==> src/rtl/mem_bus_arbiter.sv <==
// mem_bus_arbiter
//   Arbitrates between an instruction-fetch requester (icache) and a load/store
//   requester (dcache) for a single memory port, routes the memory's
//   accept/response back to the winner, and routes returning load data to the
//   requester that owns the returning tag.
//
// Ports
//   clock, reset                 : clock (posedge), asynchronous active-low reset
//   icache2mem_command/addr      : instruction-fetch request
//   dcache2mem_command/addr/data : load/store request
//   proc2mem_command/addr/data   : request driven to memory (winner)
//   mem2proc_response/tag/data   : memory accept tag (0 = rejected) and data return
//   mem2icache_response/tag/data : routed response / return for icache
//   mem2dcache_response/tag/data : routed response / return for dcache
//   tag_error                    : sticky, data returned on a tag with no pending load
module mem_bus_arbiter #(
  parameter int unsigned NUM_MEM_TAGS = 15,
  parameter logic [1:0]  BUS_NONE     = 2'd0,
  parameter logic [1:0]  BUS_LOAD     = 2'd1,
  parameter logic [1:0]  BUS_STORE    = 2'd2
) (
  input  logic        clock,
  input  logic        reset,

  input  logic [1:0]  icache2mem_command,
  input  logic [63:0] icache2mem_addr,

  input  logic [1:0]  dcache2mem_command,
  input  logic [63:0] dcache2mem_addr,
  input  logic [63:0] dcache2mem_data,

  output logic [1:0]  proc2mem_command,
  output logic [63:0] proc2mem_addr,
  output logic [63:0] proc2mem_data,

  input  logic [3:0]  mem2proc_response,
  input  logic [3:0]  mem2proc_tag,
  input  logic [63:0] mem2proc_data,

  output logic [3:0]  mem2icache_response,
  output logic [3:0]  mem2icache_tag,
  output logic [63:0] mem2icache_data,

  output logic [3:0]  mem2dcache_response,
  output logic [3:0]  mem2dcache_tag,
  output logic [63:0] mem2dcache_data,

  output logic        tag_error
);

  localparam logic [4:0] MaxTag = 5'(NUM_MEM_TAGS);

  // Arbitration state: 0 = dcache has priority, 1 = icache has priority.
  logic                  r_prio;
  // Per-tag bookkeeping; entry 0 is never allocated (tag 0 means "none").
  logic [NUM_MEM_TAGS:0] r_owner;    // 0 = dcache, 1 = icache
  logic [NUM_MEM_TAGS:0] r_pending;
  logic                  r_tag_error;

  logic       w_d_act;
  logic       w_i_act;
  logic       w_has_win;
  logic       w_win_icache;
  logic [1:0] w_win_cmd;
  logic       w_accept;
  logic       w_alloc;
  logic       w_ret_valid;
  logic       w_ret_hit;
  logic       w_ret_owner;

  // Command 2'd3 is not a request, so only LOAD/STORE count as active.
  assign w_d_act = (dcache2mem_command == BUS_LOAD) || (dcache2mem_command == BUS_STORE);
  assign w_i_act = (icache2mem_command == BUS_LOAD) || (icache2mem_command == BUS_STORE);

  assign w_has_win    = w_d_act || w_i_act;
  assign w_win_icache = w_i_act && (!w_d_act || r_prio);
  assign w_win_cmd    = w_win_icache ? icache2mem_command : dcache2mem_command;

  assign w_accept = w_has_win && (mem2proc_response != 4'd0);
  // Responses beyond the tag space cannot be tracked, so they allocate nothing.
  assign w_alloc  = w_accept && (w_win_cmd == BUS_LOAD) && ({1'b0, mem2proc_response} <= MaxTag);

  assign w_ret_valid = (mem2proc_tag != 4'd0) && ({1'b0, mem2proc_tag} <= MaxTag);
  assign w_ret_hit   = w_ret_valid && r_pending[mem2proc_tag];
  assign w_ret_owner = r_owner[mem2proc_tag];

  // Request path to memory; forced idle while reset is held.
  always_comb begin
    proc2mem_command = BUS_NONE;
    proc2mem_addr    = 64'd0;
    proc2mem_data    = 64'd0;
    if (reset && w_has_win) begin
      if (w_win_icache) begin
        proc2mem_command = icache2mem_command;
        proc2mem_addr    = icache2mem_addr;
      end else begin
        proc2mem_command = dcache2mem_command;
        proc2mem_addr    = dcache2mem_addr;
        proc2mem_data    = dcache2mem_data;
      end
    end
  end

  // Accept/response goes only to the current winner.
  always_comb begin
    mem2icache_response = 4'd0;
    mem2dcache_response = 4'd0;
    if (reset && w_has_win) begin
      if (w_win_icache) mem2icache_response = mem2proc_response;
      else              mem2dcache_response = mem2proc_response;
    end
  end

  // Returning data follows the tag's registered owner (old owner on a same-cycle realloc).
  always_comb begin
    mem2icache_tag  = 4'd0;
    mem2icache_data = 64'd0;
    mem2dcache_tag  = 4'd0;
    mem2dcache_data = 64'd0;
    if (reset && w_ret_hit) begin
      if (w_ret_owner) begin
        mem2icache_tag  = mem2proc_tag;
        mem2icache_data = mem2proc_data;
      end else begin
        mem2dcache_tag  = mem2proc_tag;
        mem2dcache_data = mem2proc_data;
      end
    end
  end

  always_ff @(posedge clock or negedge reset) begin
    if (!reset) begin
      r_prio      <= 1'b0;
      r_owner     <= '0;
      r_pending   <= '0;
      r_tag_error <= 1'b0;
    end else begin
      // Round robin: after an accepted grant the other requester gets priority.
      if (w_accept) r_prio <= !w_win_icache;
      if (w_ret_hit) r_pending[mem2proc_tag] <= 1'b0;
      if ((mem2proc_tag != 4'd0) && !w_ret_hit) r_tag_error <= 1'b1;
      // Placed after the clear so a same-tag allocation overrides it.
      if (w_alloc) begin
        r_owner[mem2proc_response]   <= w_win_icache;
        r_pending[mem2proc_response] <= 1'b1;
      end
    end
  end

  assign tag_error = r_tag_error;

endmodule

==> config.mk <==
export PLATFORM = sky130hd
export DESIGN_NAME = mem_bus_arbiter
export DESIGN_NICKNAME = d
export VERILOG_FILES = /design/src/rtl/mem_bus_arbiter.sv
export SDC_FILE = /design/constraint.sdc
export NUM_CORES = 1
export LEC_CHECK = 0
export ABC_AREA = 1
export ABC_CLOCK_PERIOD_IN_PS = 2700
export CORE_AREA = 2 2 212 214
export DETAILED_ROUTE_END_ITERATION = 8
export DIE_AREA = 0 0 214 216
export MAX_ROUTING_LAYER = met4
export PLACE_DENSITY = 0.43
export SLEW_MARGIN = 10
export SYNTH_ARGS = -nofsm -noshare
export SYNTH_HDL_FRONTEND = slang
export SYNTH_SLANG_ARGS = --single-unit
==> constraint.sdc <==
create_clock -name clock -period 2.7 [get_ports clock]
set_input_delay 0.54 -clock clock [delete_from_list [all_inputs] [get_ports clock]]
set_output_delay 0.54 -clock clock [all_outputs]
set_load 0.05 [all_outputs]
# Word level (Yosys, flattened, before mapping)

Index checks and enable logic that the tools add are counted.

Order comparisons: 4
Equality and inequality tests: 5
Multiplexer cells: 29
Bitwise operators: 3
Reductions and logical operators: 18

Operators by type and width:

| cell                 | number |
|---|---|
| $mux W64             | 8 |
| $mux W16             | 2 |
| $mux W4              | 8 |
| $and A16 B16 Y16     | 1 |
| $bwmux W16           | 1 |
| $not A16 Y16         | 1 |
| $or A16 B16 Y16      | 1 |
| $lt A4 B5 Y1 const B | 2 |
| $logic_and A1 B1 Y1  | 9 |
| $bmux W1 S4          | 2 |
| $demux W1 S4         | 2 |
| $ge A4 B1 Y1 const B | 2 |
| $reduce_bool A4 Y1   | 2 |
| $eq A2 B1 Y1 const B | 3 |
| $eq A2 B2 Y1 const B | 2 |
| $logic_or A1 B1 Y1   | 4 |
| $mux W1              | 4 |
| $mux W2              | 2 |
| $logic_not A1 Y1     | 3 |

Register bits after elaboration: 34
Input port bits: 270
Output and inout bits: 275

# Longest topological paths before layout

Depth after elaboration: 9
Mapped depth: 13

# Worst setup path after synthesis

OpenSTA, ideal clock, no wires.

Path kind: in2out
From: in icache2mem_command[1]
To: out mem2icache_response[0]
Arrival time: 2454 ps
Setup slack: -294 ps
Cell stages on the path: 5
Buffers on the path: 2
Cell sequence: xor2_1 -> nand2_1 -> clkbuf_1 -> clkbuf_1 -> nor3_1

Longest elaborated chain between the ends: 5
Elaborated cells on any way between the ends: 8
Those cells by class: eq/ne (2); mux (2); reduce/logical (4)

RTL lines:

| what                                                      | RTL line | RTL |
|---|---|---|
| from (decl)                                               | 25       | `input logic [1:0] icache2mem_command,` |
| $eq A2 B1 Y1 or $eq A2 B2 Y1 (tied branches)              | 73       | `assign w_i_act = (icache2mem_command == BUS_LOAD) \|\| (icache2mem_command == BUS_STORE);` |
| $logic_or A1 B1 Y1 (*)                                    | 73       |  |
| $logic_and A1 B1 Y1 or $logic_or A1 B1 Y1 (tied branches) | 76, 75   |  |
| $mux W4 or $logic_and A1 B1 Y1 (tied branches)            | 109, 108 |  |
| $mux W4 (*)                                               | 108      | `if (reset && w_has_win) begin` |
| to (decl)                                                 | 40       | `output logic [3:0] mem2icache_response,` |

Every way passes the cells marked *; elsewhere a longest branch is shown, timed or not.

# Worst setup path after layout

From: in mem2proc_tag[1]
To: out mem2dcache_data[44]

Longest elaborated chain between the ends: 5
Elaborated cells on any way between the ends: 9
Those cells by class: mux (6); reduce/logical (3)

RTL lines:

| what                          | RTL line | RTL |
|---|---|---|
| from (decl)                   | 37       | `input logic [3:0] mem2proc_tag,` |
| $bmux W1 S4                   | 84       | `assign w_ret_hit = w_ret_valid && r_pending[mem2proc_tag];` |
| $mux W1 (implied by the code) | 84       |  |
| $logic_and A1 B1 Y1           | 84       |  |
| $logic_and A1 B1 Y1           | 120      | `if (reset && w_ret_hit) begin` |
| $mux W64 (*)                  | 120      |  |
| to (decl)                     | 46       | `output logic [63:0] mem2dcache_data,` |

Every way passes the cells marked *; elsewhere a longest branch is shown, timed or not. The select of a mux whose other input is x is not followed.

==> summary.md <==
| Metric | Value |
|---|---|
| Status | `complete, no violations` |
| Top Family by Delay on Critical Path | `buffers and inverters` |
| Clock Sinks | `34` |
| Post-synth EDFFs | `0` |
| Final Critical Period | `roughly 2.7 ns` |
| Routed len/inst | `20.03 um` |
| DP HPWL | `33930 um` |
| Die Wd | `214 um` |
| Syn Area/Cell | `4.880 um2` |
| Clock latency on the worst-skew pair | `about 0.27 ns` |
| Synthesis Warnings | `0` |
| Max_slew headroom | `a little over two thirds` |
| CTS Buf Count | `5` |
| ANT nets after route | `0` |
| Most used cell, CP | `buf_6` |
| Cell Area, Synth | `4710 um2` |
| Global-route wire length before repair | `58500 um` |
| Core area | `43840 um2` |
| Count of final setup violators | `0` |
| H-tree depth | `2` |
| Worst slew pin tran | `0.4433 ns` |
| FF-to-FF path depth | `10` |
| Starting DRT DRC Count | `436` |
| RSZ-0062 raised after global routing | `yes` |
| Layout cells sized above 1 | `45.74%` |
| Hold Path Class | `register to register` |
| Pre-Repair DR Iteration Count | `5` |
| CP Depth | `13` |
| DRC errors left | `0` |
| LEAKAGE | `6.783 nW` |
| CTS tree | `yes` |
| Die H | `about 220 um` |
| Gate Count Post-Synth | `965` |
| Routed WL | `43760 um` |
| Buffers & Inverters on Critical Path | `9` |
| Final core occ | `37.39%` |
| Syn Nets | `1235` |
| Register area share after synthesis | `18.07%` |
| CP cell instances | `buf_6, buf_6, buf_6, buf_4, nor2_4, a21boi_2, buf_4, o21ai_4, buf_12, clkbuf_16, clkbuf_16, nor2_4, buf_12` |
| Startpoint Class | `input port` |
| Pin count of the biggest net entering global routing | `41` |
| Area Overhead vs Synth | `248.0%` |
| Most frequent cells in the layout | `nand2_1, buf_12, clkdlybuf4s50_1` |
| Slew Limit Fails | `0` |
| Worst VDD drop | `205.6 uV` |
| Slowest CP cell | `clkbuf_16` |
| Row count | `77` |
| Drt via density | `a little over 4` |
| Post-synthesis cell type count | `24` |
| Hold Vio Cnt, Final | `0` |
| Hold_buf cts | `0` |
| CP endpoint kind | `output port` |
| Power per Cell Area | `386.6 nW/um2` |
| Final TNS setup | `0 ns` |
| CP Class | `input port to output port` |
| Fmax | `around 0.38 GHz` |
| Die area | `about 46000 um2` |
| Max cap viols | `0` |
| Clock-pin slew on the worst setup and hold paths | `0.05 ns` |
| Hold Crit Depth | `0` |
| Congestion Overflow GR | `0` |
| Clk root buf | `clkbuf_16` |
| Crit Path Max Fanout | `7` |
| Vias in the first global route | `8794` |
| RD Place Congestion | `0.8869` |
| Via count | `roughly 8800` |
| Initial Util | `10.74%` |
| Setup Skew | `around 0.0039 ns` |
| Layout fillers | `4459` |
| # IOs | `545` |
| Largest stage delay, worst path | `0.18 ns` |
| Critical Path RT | `2.16 ns` |
| #FFs+latches synth | `34` |
| Post-synth ARST share | `100.0%` |
| Final worst path period share | `98.56%` |
| Most common cell after layout, fill and taps aside | `nand2_1` |
| Tot GR Track Use | `17.55%` |
| Ys flop type | `dfrtp_1` |
| Initial antenna violation count | `11` |
| # nets final | `between 1500 and 2000` |
| Clk buf depth | `2` |
| Worst EP arrival | `around 2.1 ns` |
| Port Buffers | `544` |
[registers in the layout, summed over array words and instances (netlist names)]
| signal | flops |
|---|---|
| r_owner | 16 |
| r_pending | 16 |
| r_prio | 1 |
| tag_error | 1 |
[cells by family after synthesis]
kind of cell / share of synthesized area (%)
buffers and inverters: 9.963
and+or+nand+nor: 55.07
xor gates and xnor gates: 0.1860
AOI/OAI and AO/OA: 16.71
DFF: 18.07
[worst paths after layout]
kind	from	end	slack [ns]
setup / recovery	mem2proc_tag[1]	mem2dcache_data[44]	0.04
hold / removal	r_owner[0]	r_owner[0]	0.38
setup reg to reg	r_prio	r_owner[12]	0.76
hold reg to reg	r_owner[0]	r_owner[0]	0.38
max in group asynchronous	reset	r_pending[2]	1.85
min in group asynchronous	reset	r_pending[4]	0.53
[cell type report]
class	instances	area [um2]	share of cell area, %
repair buffers	697	10100	61.60
multi-input cells	824	4437	27.07
flip-flops and latches	34	850.8	5.191
well taps	592	740.7	4.519
clock buffers	7	142.6	0.8702
inverters	22	97.59	0.5954
diodes	8	20.02	0.1221
clock inverters	1	5.005	0.03053
[power by group]
part           switching [W]  total [W]  leakage [nW]  internal, W
Sequential         0.0000728   0.000701         0.440     0.000629
Combinational        0.00268    0.00507          6.27      0.00239
Clock               0.000203   0.000568        0.0739     0.000365
Total                0.00295    0.00634          6.78      0.00339
[per-layer routing]
metal	track usage, %	routed length, um	share of wire (%)
met1	15.77	14060	32
met2	33.51	24280	55
met3	5.976	3623	8.3
met4	7.203	1789	4.1
met5	-	0	0
[metrics by stage]
step | hold slack (ns) | instances | total power, W | setup slack [ns] | instance area (um2)
floorplan | 0.2444 | 965 | 0.002703 | -0.2940 | 5248
global placement | 0.3685 | 2107 | 0.004877 | -0.4117 | 14350
detailed placement | 0.3722 | 2107 | 0.004888 | -0.4270 | 14350
CTS | 0.3848 | 2147 | 0.005843 | -0.002247 | 15120
global route | 0.3897 | 2184 | 0.006642 | -0.07752 | 16390
finish | 0.3798 | 2185 | 0.006336 | 0.03897 | 16390
[cells in the mapped netlist, types with 2 or more instances]
| master | instances | area (um2) |
|---|---|---|
| nand2_1 | 399 | 1498 |
| o21ai_1 | 3 | 15.01 |
| inv_1 | 20 | 75.07 |
| dfrtp_1 | 34 | 850.8 |
| buf_4 | 7 | 52.55 |
| buf_1 | 3 | 11.26 |
| nand3_1 | 18 | 90.09 |
| buf_2 | 26 | 130.1 |
| o21ai_0 | 83 | 415.4 |
| clkbuf_1 | 47 | 176.4 |
| nor2_1 | 226 | 848.3 |
| a21oi_1 | 65 | 325.3 |
| inv_2 | 2 | 7.510 |
| nor3_1 | 8 | 40.04 |
| nand4_1 | 15 | 93.84 |
[worst reg2reg max path, stage by stage (launching register included)]
cell and delay [ns]:
dfrtp_1 0.36, inv_1 0.09, nand3_2 0.13, nand2_8 0.15, buf_4 0.25, nand2_1 0.08, o21ai_1 0.12, buf_4 0.33
nand3_1 0.20, nand2_1 0.10, nand2_1 0.05
[timing repair]
item / in CTS / in global routing
hold endpoints to repair: 0 / 0
resized for setup: 67 / 176
pin swaps: 37 / 60
cloned: 9 / 27
buffers inserted: 23 / 5
endpoints found under the setup margin: 264 / 223
Power figures use the tool's default switching activity.
==> edit 1 (same settings) <==
Reset style: synchronous (`reset`), changed in one clocked block. Comments in the files are not updated.
--- a/src/rtl/mem_bus_arbiter.sv
+++ b/src/rtl/mem_bus_arbiter.sv
@@ -128,7 +128,7 @@
     end
   end
 
-  always_ff @(posedge clock or negedge reset) begin
+  always_ff @(posedge clock) begin
     if (!reset) begin
       r_prio      <= 1'b0;
       r_owner     <= '0;
Formal check against the unedited RTL: differs if reset is asserted again (counterexample within 4 cycles, from zero or initial values and one cycle with reset low); with reset held inactive, the same outputs for 4 cycles.
==> edit 1 against the original RTL <==
  * Count of clock-buffer cells in the layout shrank 1
  * Critical path type unchanged
  * Routed wire length shrank 10%
  * Cell count grew 0.27%
  * Sequential cell count is the same
  * Setup slack lost 0.039 ns
  * Power shrank 42%
  * Synthesized area grew 2.9%
  * Design area shrank 4.0%
  * Via count shrank 2.9%
==> edit 1: results (changes against the original RTL) <==
The run finished with clean final reports. The critical path ends at mem2icache_data[50]. The reg-to-reg setup timing slack came to 0.93 ns (+0.17 ns).

The total net switching power came out at 1.59 mW (-46%). The via density per instance came out at 3.91 (-3.1%). The slowest stage of the critical path belongs to the cell sky130_fd_sc_hd__bufbuf_16. The commonest cells after synthesis are sky130_fd_sc_hd__nand2_1, sky130_fd_sc_hd__nor2_1, sky130_fd_sc_hd__a21oi_1, sky130_fd_sc_hd__clkbuf_1, sky130_fd_sc_hd__dfxtp_1. The part of the power in the clock network is 0.148 (+0.058). The post-synthesis net count is 1258 (+1.9%). The worst hold path begins at r_owner[0]$_SDFFE_PN0P_. The total number of nets in the final design is 1862 (+0.43%). The maximum vdd drop is 0.165 mV (-20%).

The unique cell type count in the Yosys netlist came out at 22 (-8.3%). The starting DRC count in detailed routing is 425 (-2.5%). The worst slew slack as a fraction of its limit came out at 0.603 (-0.101). The power consumed by sequential cells is 517 uW (-26%). The register area share after synthesis is 0.140 (-0.0403). The detailed-router iteration count before antenna repair is 4 (-1). The maximum number of pins on one net before global-route repair is 32 (-22%). The instance count along the most critical hold path is 2 (+2). The overall global routing resource usage came to 0.164 (-0.0113).

The sum of met3 wire segment lengths after detailed routing is 3.05 mm (-16%). The most critical setup path has its startpoint at mem2proc_tag[0]. The total half-perimeter wirelength after legalization and detailed placement came out at 32.1 mm (-5.4%). The data arrival time of the worst path is 2.16 ns (+0.04 ns).
edit 1: cell type report:
class                      count  area, um^2
sequential                    34         681
fill                        4588       28100
antenna                        8        20.0
timing repair buffer         675        9500
inverter                      35         141
clock buffer                   6         139
tap                          592         741
multi-input combinational    841        4510
edit 1: what timing repair did:
| action | CTS | global route |
|---|---|---|
| setup buffers | 16 | 0 |
| hold endpoints to repair | 0 | 0 |
| gates resized for setup | 164 | 51 |
| setup endpoints to repair | 273 | 128 |
| pin swaps | 21 | 38 |
| cloned | 13 | 5 |
edit 1: metrics by stage:
step	instances	setup slack (ns)	hold slack [ns]	TNS, ns	power (mW)
2_1_floorplan	988	-0.265	0.407	-1.06	1.58
3_3_place_gp	2143	-0.569	0.417	-84.09	2.95
3_5_place_dp	2143	-0.627	0.422	-93.63	2.96
4_1_cts	2178	0.00666	0.430	0	3.73
5_1_grt	2188	-0.0846	0.446	-3.64	3.86
6_report	2191	0.000156	0.429	0	3.70
==> edit 2 (config.mk and constraints unchanged) <==
Without the edit above. Add an input register stage for `dcache2mem_addr`; this delays it by one clock. The other inputs are not delayed to match.
--- a/src/rtl/mem_bus_arbiter.sv
+++ b/src/rtl/mem_bus_arbiter.sv
@@ -50,6 +50,12 @@
 
   localparam logic [4:0] MaxTag = 5'(NUM_MEM_TAGS);
 
+  logic [63:0] dcache2mem_addr_q;
+
+  always_ff @(posedge clock) begin
+    dcache2mem_addr_q <= dcache2mem_addr;
+  end
+
   // Arbitration state: 0 = dcache has priority, 1 = icache has priority.
   logic                  r_prio;
   // Per-tag bookkeeping; entry 0 is never allocated (tag 0 means "none").
@@ -95,7 +101,7 @@
         proc2mem_addr    = icache2mem_addr;
       end else begin
         proc2mem_command = dcache2mem_command;
-        proc2mem_addr    = dcache2mem_addr;
+        proc2mem_addr    = dcache2mem_addr_q;
         proc2mem_data    = dcache2mem_data;
       end
     end
Check against the original RTL: not equivalent (Yosys sat finds a counterexample within 4 cycles, from zero or initial values and one cycle with reset low).
==> edit 2 against the original RTL <==
  * The flow now finishes with violations (setup timing)
  * Clock skew about the same
  * Synthesized area up 27%
  * Maximum frequency down 2.5%
  * Die area unchanged
  * Design area up 17%
  * Count of clock-buffer cells in the layout up 3
  * Sequential cell count up 64
  * Setup slack worse by 0.068 ns
  * Core utilization up 6.4 points
  * Sequential power up 150%
  * Routed wire length up 2.7%
  * Power up 37%
==> edit 2: results (changes against the original RTL) <==
The number of setup violations in the final report is 9 (+9). The share of the synthesized netlist area taken by xor and xnor gates came to 0.00146 (-0.000395). The maximum number of pins on one net before global-route repair is 35 (-15%). The number of gates resized after CTS was 290 (+330%). The worst slew slack as a fraction of its limit came out at 0.639 (-0.0654). The register area share after synthesis came out at 0.357 (+0.176). The flow ran to the end, but the final reports show violations.

The number of H-tree branching levels is 3 (+1). The slack of the critical path is -0.0289 ns (-0.0679 ns). The worst-path maximum fanout is 5 (-2).

The final reports fail on setup timing. The prevailing post-synth register cell is sky130_fd_sc_hd__dfxtp_1. The fraction of area in multi-input gates is 0.277 (+0.00645). The first-pass GRT wire length came to 64.1 mm (+9.5%). The post-route worst hold slack is 0.410 ns (+0.0303 ns). The proportion of layout cells with a drive suffix above 1 is 0.496 (+0.0381). The post-CTS repair timing setup buffer count came out at 34 (+48%). The number of filler cells placed in the layout came out at 4115 (-7.7%). The worst hold path endpoint is r_pending[0]$_DFF_PN0_. The via count of the first global-routing pass is 9619 (+9.4%).

The critical path ends at mem2dcache_data[50]. Yosys attributes the largest share of cell area to sky130_fd_sc_hd__nand2_1, sky130_fd_sc_hd__dfxtp_1, sky130_fd_sc_hd__dfrtp_1. The via density per instance is 4.13 (+2.3%). The routed length on met2 came out at 23.8 mm (-2.1%). The met3 usage came out at 0.0658 (+0.00606). The global routing met1 resource utilization is 0.190 (+0.0325).

The global placer's final weighted congestion came to 0.906 (+2.1%). The total number of nets in the final design came out at 1932 (+4.2%). Tracing the worst setup path back leads to its startpoint at mem2proc_tag[0].

The leakage power is 7.70 nW (+14%). The launch instance of the worst min-delay path is r_pending[0]$_DFF_PN0_. The number of antenna violations at the first check in global routing is 15 (+4). The sum of met3 wire segment lengths after detailed routing came out at 3.89 mm (+7.2%). The count of plain and timing-repair buffers came to 706 (+1.3%). The sequential share of cell area came out at 0.111 (+0.0591).

The overall global routing resource usage is 0.189 (+0.0140). In this run the critical register-to-register path is captured at r_owner[8]$_DFFE_PN0P_. The detailed-route wire length per cell came out at 19.8 um (-1.3%). The reg-to-reg setup timing slack was 0.87 ns (+0.11 ns).

The fraction of registers with async set/reset is 0.347 (-0.653). The area share of the largest cell type after synthesis was 0.250 (-0.0675). The number of antenna cells inserted came out at 14 (+6). The share of final layout cell area taken by non-clock buffers came out at 0.550 (-0.0662).
-- edit 2: cell types whose count changed after synthesis --
cell                       change
sky130_fd_sc_hd__o21ai_4       -1
sky130_fd_sc_hd__clkbuf_1      +3
sky130_fd_sc_hd__buf_1         +1
sky130_fd_sc_hd__buf_4         +3
sky130_fd_sc_hd__o21ai_2       +1
sky130_fd_sc_hd__buf_2         -6
sky130_fd_sc_hd__dfxtp_1      +64
sky130_fd_sc_hd__buf_6         -1
-- edit 2: through the flow --
stage	setup TNS (ns)	setup slack, ns	cells
floorplan	-2.62	-0.296	1029
global placement	-70.31	-0.508	2172
detailed placement	-74.71	-0.536	2172
CTS	-15.78	-0.193	2254
global route	-4.69	-0.118	2272
finish	-0.120	-0.0289	2273
-- edit 2: power breakdown --
part           switching [mW]  internal (mW)  total, mW  leakage [nW]
Clock                   0.608          0.756       1.36         0.154
Sequential             0.0987           1.62       1.72         0.980
Combinational            2.95           2.62       5.58          6.56
Total                    3.66           5.00       8.66          7.70
